===== config.mk =====
export PLATFORM = sky130hd
export DESIGN_NAME = fp_mult_seq
export DESIGN_NICKNAME = d
export VERILOG_FILES = /design/src/rtl/fp_mult_seq.sv
export SDC_FILE = /design/constraint.sdc
export NUM_CORES = 1
export LEC_CHECK = 0
export ABC_AREA = 1
export CAP_MARGIN = 20
export CORE_MARGIN = 1.5
export CORE_UTILIZATION = 60
export DETAILED_ROUTE_END_ITERATION = 7
export HOLD_SLACK_MARGIN = 0.15
export MAX_ROUTING_LAYER = met4
export PLACE_DENSITY = 0.81
export SLEW_MARGIN = 20
export SYNTH_ARGS = -nofsm -noshare
export SYNTH_HDL_FRONTEND = slang
export SYNTH_SLANG_ARGS = --single-unit

===== constraint.sdc =====
create_clock -name clk -period 2.3 [get_ports clk]
set_input_delay 0.575 -clock clk [delete_from_list [all_inputs] [get_ports clk]]
set_output_delay 0.575 -clock clk [all_outputs]
set_load 0.05 [all_outputs]

===== src/rtl/fp_mult_seq.sv =====
// fp_mult_seq: multicycle IEEE-754 single-precision multiplier.
// One operation at a time, started by a start pulse and finished with a done pulse.
// The significand product is built by a shift-add loop that runs for MBITS cycles.
// Build option: define FPMUL_ROUND_EN to get round-to-nearest-even.
// Without it the result is truncated (round toward zero).
// Handshake: in IDLE, start=1 captures op_a/op_b on the rising edge.
// busy is high from that edge until the edge that raises done.
// done is a single-cycle pulse that marks new resultado/especial values.
// start is ignored while busy, and also during the done cycle.
module fp_mult_seq #(
   parameter int MBITS = 24
) (
   input  logic        clk,
   input  logic        rst,
   input  logic        start,
   input  logic [31:0] op_a,
   input  logic [31:0] op_b,
   output logic        busy,
   output logic        done,
   output logic [31:0] resultado,
   output logic [1:0]  especial
);

   localparam int CW = $clog2(MBITS + 1);

   typedef enum logic [2:0] {IDLE, UNPACK, MULT, NORM, ROUND, DONE} state_t;

   state_t              state;
   logic [31:0]         a_q, b_q;
   logic                sign_q;
   logic signed [9:0]   exp_sum;
   logic [47:0]         mcand, prod;
   logic [23:0]         mplier;
   logic [CW-1:0]       cnt;
   logic [23:0]         sig_q;
   logic                guard_q, sticky_q;
   logic [31:0]         res_q;
   logic [1:0]          esp_q;

   // Operand classification used by UNPACK; denormals count as zero
   logic [7:0]          ea, eb;
   logic [22:0]         fa, fb;
   logic                a_zero, b_zero, a_inf, b_inf, a_nan, b_nan, sign_ab;
   logic signed [9:0]   exp_init;

   // Decode fields and special classes of the captured operands
   always_comb begin
      ea       = a_q[30:23];
      eb       = b_q[30:23];
      fa       = a_q[22:0];
      fb       = b_q[22:0];
      sign_ab  = a_q[31] ^ b_q[31];
      a_zero   = (ea == 8'h00);
      b_zero   = (eb == 8'h00);
      a_inf    = (ea == 8'hFF) && (fa == 23'd0);
      b_inf    = (eb == 8'hFF) && (fb == 23'd0);
      a_nan    = (ea == 8'hFF) && (fa != 23'd0);
      b_nan    = (eb == 8'hFF) && (fb != 23'd0);
      exp_init = $signed({2'b00, ea}) + $signed({2'b00, eb}) - 10'sd127;
   end

   // Rounded significand and exponent, then overflow/underflow packing
   logic [23:0]         sig_r;
   logic signed [9:0]   exp_r;
   logic [31:0]         pack_res;
   logic [1:0]          pack_esp;
`ifdef FPMUL_ROUND_EN
   logic                round_up;
   logic [24:0]         sig_sum;
`else
   logic                unused_rnd;
`endif

   // Round (or truncate), then classify the final exponent
   always_comb begin
`ifdef FPMUL_ROUND_EN
      round_up = guard_q & (sticky_q | sig_q[0]);
      sig_sum  = {1'b0, sig_q} + {24'd0, round_up};
      if (sig_sum[24]) begin
         // 1.111..1 rounded up becomes 10.0: renormalise to 1.0
         sig_r = 24'h800000;
         exp_r = exp_sum + 10'sd1;
      end else begin
         sig_r = sig_sum[23:0];
         exp_r = exp_sum;
      end
`else
      unused_rnd = guard_q ^ sticky_q;
      sig_r      = sig_q;
      exp_r      = exp_sum;
`endif
      if (exp_r >= 10'sd255) begin
         pack_res = {sign_q, 8'hFF, 23'd0};
         pack_esp = 2'b01;
      end else if (exp_r <= 10'sd0) begin
         pack_res = {sign_q, 31'd0};
         pack_esp = 2'b00;
      end else begin
         pack_res = {sign_q, exp_r[7:0], sig_r[22:0]};
         pack_esp = 2'b00;
      end
   end

   // Control FSM and datapath registers
   always_ff @(posedge clk) begin
      if (rst) begin
         state     <= IDLE;
         busy      <= 1'b0;
         done      <= 1'b0;
         resultado <= 32'd0;
         especial  <= 2'b00;
         a_q       <= 32'd0;
         b_q       <= 32'd0;
         sign_q    <= 1'b0;
         exp_sum   <= 10'sd0;
         mcand     <= 48'd0;
         mplier    <= 24'd0;
         prod      <= 48'd0;
         cnt       <= '0;
         sig_q     <= 24'd0;
         guard_q   <= 1'b0;
         sticky_q  <= 1'b0;
         res_q     <= 32'd0;
         esp_q     <= 2'b00;
      end else begin
         case (state)
            IDLE: begin
               done <= 1'b0;
               if (start && !done) begin
                  a_q   <= op_a;
                  b_q   <= op_b;
                  busy  <= 1'b1;
                  state <= UNPACK;
               end
            end
            UNPACK: begin
               sign_q <= sign_ab;
               if (a_nan || b_nan || (a_inf && b_zero) || (b_inf && a_zero)) begin
                  res_q <= 32'h7FC00000;
                  esp_q <= 2'b11;
                  state <= DONE;
               end else if (a_inf || b_inf) begin
                  res_q <= {sign_ab, 8'hFF, 23'd0};
                  esp_q <= 2'b01;
                  state <= DONE;
               end else if (a_zero || b_zero) begin
                  res_q <= {sign_ab, 31'd0};
                  esp_q <= 2'b00;
                  state <= DONE;
               end else begin
                  mcand   <= {24'd0, 1'b1, fa};
                  mplier  <= {1'b1, fb};
                  prod    <= 48'd0;
                  cnt     <= '0;
                  exp_sum <= exp_init;
                  state   <= MULT;
               end
            end
            MULT: begin
               if (mplier[0]) prod <= prod + mcand;
               mcand  <= mcand << 1;
               mplier <= mplier >> 1;
               cnt    <= cnt + 1'b1;
               if (cnt == CW'(MBITS - 1)) state <= NORM;
            end
            NORM: begin
               // Product of two [1,2) significands lies in [1,4)
               if (prod[47]) begin
                  sig_q    <= prod[47:24];
                  guard_q  <= prod[23];
                  sticky_q <= |prod[22:0];
                  exp_sum  <= exp_sum + 10'sd1;
               end else begin
                  sig_q    <= prod[46:23];
                  guard_q  <= prod[22];
                  sticky_q <= |prod[21:0];
               end
               state <= ROUND;
            end
            ROUND: begin
               res_q <= pack_res;
               esp_q <= pack_esp;
               state <= DONE;
            end
            DONE: begin
               resultado <= res_q;
               especial  <= esp_q;
               done      <= 1'b1;
               busy      <= 1'b0;
               state     <= IDLE;
            end
            default: state <= IDLE;
         endcase
      end
   end

endmodule


Word level (Yosys, flattened, before mapping)
Index checks and enable logic that the tools add are counted.
- bits in registers: 296
- output and inout port bits: 36
- word-level logic and storage cells: 114
- add/subtract/negate cells: 5
- magnitude comparators: 2
- equality and inequality tests: 16
- mux-type cells: 43
- bitwise gates (word level): 1
- reduce and logical (&&, ||, !) cells: 31
- operator list (cell ; number):
    48-bit 2-to-1 mux ; 7
    48-bit one-hot mux with 2 select lines ; 2
    32-bit 2-to-1 mux ; 3
    24-bit 2-to-1 mux ; 3
    32-bit one-hot mux with 2 select lines ; 1
    31-bit 2-to-1 mux ; 2
    48-bit adder ; 1
    24-bit one-hot mux with 2 select lines ; 1
    23-bit zero test ; 2
    23-bit nonzero test ; 2
    10-bit 2-to-1 mux ; 4
    23-bit 2-to-1 mux ; 1
    10-bit one-hot mux with 2 select lines ; 1
    8-bit equality test (second input constant) ; 2
    8-bit zero test ; 2
    3-bit 2-to-1 mux ; 5
    5-bit 2-to-1 mux ; 3
    3-bit one-hot mux with 5 select lines ; 1
    2-bit inequality test (second input constant) ; 7
    10-bit by 2-bit adder with 10-bit output (second input constant) ; 1
    10-bit by 9-bit >= comparator with 1-bit output (second input constant) ; 1
    10-bit by 1-bit less-or-equal comparator with 1-bit output (second input constant) ; 1
    5-bit one-hot mux with 2 select lines ; 1
    5-bit AND reduction ; 2
    20 further kinds ; 42

Logic depth before layout (Yosys ltp)
Gate-level depths: netlist (run 1).
- depth after elaboration: 7
- mapped depth: 16

Least setup slack after synthesis (run 1)
OpenSTA, ideal clock, no wires.
- path type: register -> register
- start: register a_q[24]
- end: register exp_sum[5] (netlist: exp_r[5])
- setup time: 70 ps
- data arrival time: 1906 ps
- data required time: 2230 ps
- path slack: 323 ps
- stages on the path, launching flop included: 13
- path buffers: 0
- clock period less this slack: 1977 ps
- cell sequence: dfxtp_1 -> ha_1 -> ha_1 -> fa_1 -> nand2_1 -> inv_1 -> o21ai_0 -> nand2_1 -> a21oi_1 -> o21ai_0 -> o21ai_1 -> nand2_1 -> a21oi_1
- longest elaborated chain between the ends: 7
- RTL lines (element ; RTL line ; text):
    start, declared ; 29 ; logic [31:0] a_q, b_q;
    start signal, assigned ; 130 ; a_q <= op_a;
    branches (longest 7 deep; another with 9-bit by 7-bit subtractor with 10-bit output) ; -- ;
    end signal, assigned ; 155 ; exp_sum <= exp_init;
    end signal, assigned ; 172 ; exp_sum <= exp_sum + 10'sd1;
    end, declared ; 31 ; logic signed [9:0] exp_sum;
Parallel ways; which one is timed is not known. The select of a mux whose other input is x is not followed.
A chain may end at the register's enable or synchronous reset.

Final worst setup path (run 1)
- start: register resultado[12]
- end: output resultado[12]
- RTL lines (element ; RTL line ; text):
    start, declared ; 20 ; output logic [31:0] resultado,
    start signal, assigned ; 186 ; resultado <= res_q;
No word-level cell between the ends.

==> results of run 1 <==
-- stage by stage --
step,TNS (ns),total power [uW],utilization,area (um2),setup WS (ns)
detailed placement,-0.134,17800,0.668,18000,-0.134
finish,0,23500,0.722,19500,0.0247
CTS,-0.0204,23000,0.707,19000,-0.0204
global placement,-0.138,17500,0.668,18000,-0.138
global route,-0.0243,25100,0.722,19500,-0.0187
floorplan,0,14700,-,16500,0.323
-- synth_stat cells (3+ instances only) --
| library cell | count | area (um2) |
|---|---|---|
| a21oi_1 | 166 | 831 |
| a31oi_1 | 24 | 150 |
| buf_2 | 27 | 135 |
| buf_4 | 9 | 67.6 |
| buf_6 | 7 | 78.8 |
| clkbuf_1 | 66 | 248 |
| dfxtp_1 | 296 | 5930 |
| ha_1 | 65 | 813 |
| inv_1 | 300 | 1130 |
| inv_2 | 7 | 26.3 |
| nand2_1 | 787 | 2950 |
| nand2_2 | 5 | 31.3 |
| nand3_1 | 96 | 480 |
| nand4_1 | 27 | 169 |
| nor2_1 | 470 | 1760 |
| nor2_2 | 3 | 18.8 |
| nor3_1 | 8 | 40.0 |
| nor3_2 | 3 | 30.0 |
| nor4_1 | 4 | 25.0 |
| o21ai_0 | 230 | 1150 |
| o21ai_1 | 17 | 85.1 |
| o21bai_1 | 5 | 37.5 |
| or2_2 | 7 | 43.8 |
| xor2_1 | 4 | 35.0 |
-- power breakdown --
part / switching, uW / internal, uW
Sequential: 1260 / 6550
Clock: 2210 / 2960
Combinational: 6790 / 3760
Total: 10300 / 13300
-- routing by layer --
metal	vias up	routed length (um)	global-route usage
li1	8519	-	-
met1	7743	21300	0.448
met2	581	21900	0.544
met3	91	3430	0.0507
met4	0	1260	0.0920
met5	-	0	-
-- logic make-up (layout without fill, tap and decap cells) --
logic type,count (synthesis),count (layout)
compound gates,451,451
flops,296,296
buf+inv,418,525
simple gates,1417,1417
xor+xnor,6,6
fa+ha+maj,67,67
-- state kept, by name, summed over array words and instances, names as in the netlist --
| name | cells |
|---|---|
| busy | 1 |
| sign_q | 1 |
| resultado | 32 |
| done | 1 |
| b_q | 32 |
| state | 3 |
| prod | 48 |
| esp_q | 2 |
| res_q | 32 |
| especial | 2 |
| exp_r | 10 |
| mcand | 48 |
| a_q | 32 |
| sig_q | 23 |
| cnt | 5 |
| mplier | 24 |
-- how the worst max path moves through the flow --
stage                  start             to  depth (start not counted)
2_1_floorplan        a_q[24]       exp_r[5]                         12
3_3_place_gp        prod[36]       prod[43]                         14
3_5_place_dp        prod[38]       prod[43]                         14
4_1_cts             prod[37]       prod[43]                         14
5_1_grt             prod[34]       prod[43]                         14
6_report       resultado[12]  resultado[12]                          1
-- area by class of cell --
type                            count  area [um2]
Clock buffer                       40         850
Clock inverter                     16         190
Fill cell                        2296        7490
Inverter                          308        1160
Multi-Input combinational cell   1941        9290
Sequential cell                   296        5940
Tap cell                          341         427
Timing Repair Buffer              161        1610
-- timing repair --
action,in CTS,in global routing
resized for setup,31,106
setup buffers,0,0
pin swaps,0,2
endpoints found under the setup margin,22,77
==> impl_metrics.csv, run 1 <==
group,metric,value,unit
status,run_status,"finished clean",
floorplan,count_of_standard_cell_rows,60,
global_route,antenna_found_initial,0,
floorplan,floorplan.initialDensity,0.611,
logic_synthesis,synth.area.mux_share,0,
worst_setup_path,worst-path-max-fanout,2,
worst_setup_path,cp_data_arrival_time,1.70,ns
worst_setup_path,ff2ff_path_depth,14,
logic_synthesis,synth_xor_area_frac,0.00319,
global_route,grt_pass1_vias,15300,
flow_run,maxCapViolCount,0,
pwr,cellPowerDensity,1210,nW/um2
layout,layout-area-overhead-vs-synth,18.1,%
logic_synthesis,synth_simple_gate_area_frac,0.342,
floorplan,die_x,169,um
place,gp_routability_congestion,1.02,
logic_synthesis,synth_fa_ha_area_frac,0.0518,
worst_hold_path,timing.hold.worst_path_depth,4,
place,io_buffers,102,
detailed_routing,detail_route.wl_per_cell,15.4,um
logic_synthesis,synth-async-reset-ratio,0,
floorplan,die-area,28500,um2
worst_setup_path,critical_path.reg2reg.endpoint,"prod[43]",
sta,tightest_slew,0.882,ns
clock_tree,cts-hold-fix-buffers,0,
sta,whs,0.393,ns
sta,timing.final.crit_share,0.989,
sta,slew_headroom,0.411,
floorplan,io_pins,103,
sta,clock_skew,0.0175,ns
sta,slew_violations,0,
detailed_routing,via_density,5.46,
clock_tree,cts_root_buf,"clkbuf_16",
clock_tree,clock_tree.buffer_depth,3,
detailed_routing,drt_pre_antenna_iters,5,
pwr,max-vdd-ir-drop,0.785,mV
layout,finalNonFillerCells,3103,
layout,n_antenna_cell,0,
pwr,leakagePower,0.00922,uW
logic_synthesis,post_synth_edffs,0,
worst_setup_path,critical_path.cell_chain,"clkdlybuf4s50_1",
logic_synthesis,synth_area,16500,um2
layout,post_route_cells_drive_above_1_share,0.0811,
worst_setup_path,required,1.73,ns
worst_setup_path,critical_path.endpoint_type,"output pin",
logic_synthesis,yosysSeqAreaShare,0.360,
sta,rsz_0062_raised_after_global_routing,"true",
detailed_routing,num_vias,16900,
detailed_routing,drt-initial-drc-count,1572,
logic_synthesis,combinational_family_with_the_most_area_after_synthesis,"simple AND/OR/NAND/NOR gates",
floorplan,die_h,169,um
worst_setup_path,cpLargestDelayFamily,"buffers and inverters",
worst_setup_path,reg2reg_setup_slack,0.13,ns
sta,report.final.setup_viol,0,
logic_synthesis,synth.avg_cell_area,6.21,um2
global_route,grt_overflow,0,
worst_hold_path,worstHoldEndpoint,"exp_r[2]",
worst_hold_path,timing.hold.worst.class,"primary input to flip-flop",
logic_synthesis,mappedNetlistNets,2789,
worst_setup_path,crit_path_top_delay_cell,"clkdlybuf4s50_1",
worst_setup_path,start_kind,"flip-flop",
logic_synthesis,synth-compound-area-share,0.141,
clock_tree,worstSkewPairLatency,0.59,ns
place,post_place_cells,3047,
worst_setup_path,crit_buf_inv,1,
worst_setup_path,highest_cell_delay_on_the_worst_timing_path,0.80,ns
logic_synthesis,post_synth_inst_count,2655,
floorplan,core_area,27000,um2
layout,leading_cell_type_in_the_layout_fill_and_taps_excluded,"nand2_1",
detailed_routing,drc,0,
logic_synthesis,synth.ff_latch_count,296,
worst_hold_path,hold_start,"rst",
clock_tree,clk_pin_slew,0.06,ns
logic_synthesis,synthesis.yosys.warnings,0,
layout,nets,2873,
logic_synthesis,yosys.cell_types.count,39,
detailed_routing,postRouteAntennaNets,0,
sta,post-route-min-period,2.28,ns
place,detailedPlacementHpwl,34700,um
worst_setup_path,worst_r2r_startpoint,"prod[34]",
clock_tree,cts.sink_count,296,
detailed_routing,postRouteWirelength,47800,um
clock_tree,tritoncts_clock_tree,"yes",
sta,fmax,440,MHz
layout,layout.cells.most_common_list,"nand2_1, nor2_1, inv_1, dfxtp_1, o21ai_0",
global_route,grt_start_max_net_pins,80,
global_route,global_route.usage.total,0.339,
logic_synthesis,postSynth.topFlopCell,"dfxtp_1",
sta,hold_violations,0,
worst_setup_path,worst_setup_path_category,"flip-flop to output pin",
clock_tree,cts.htree.levels,1,
clock_tree,cts_inserted_buffers,31,
global_route,first_pass_grt_wire_length,76500,um
Note: power is estimated with default switching activity, not from simulation.
==> inputs of run 2 (changes only) <==
--- a/config.mk
+++ b/config.mk
@@ -13,7 +13,7 @@
 export HOLD_SLACK_MARGIN = 0.15
 export MAX_ROUTING_LAYER = met4
 export PLACE_DENSITY = 0.81
-export SLEW_MARGIN = 20
+export SLEW_MARGIN = 5
 export SYNTH_ARGS = -nofsm -noshare
 export SYNTH_HDL_FRONTEND = slang
 export SYNTH_SLANG_ARGS = --single-unit
==> results of run 2 <==
The final DEF is identical to that of run 1; final timing and power are the same.
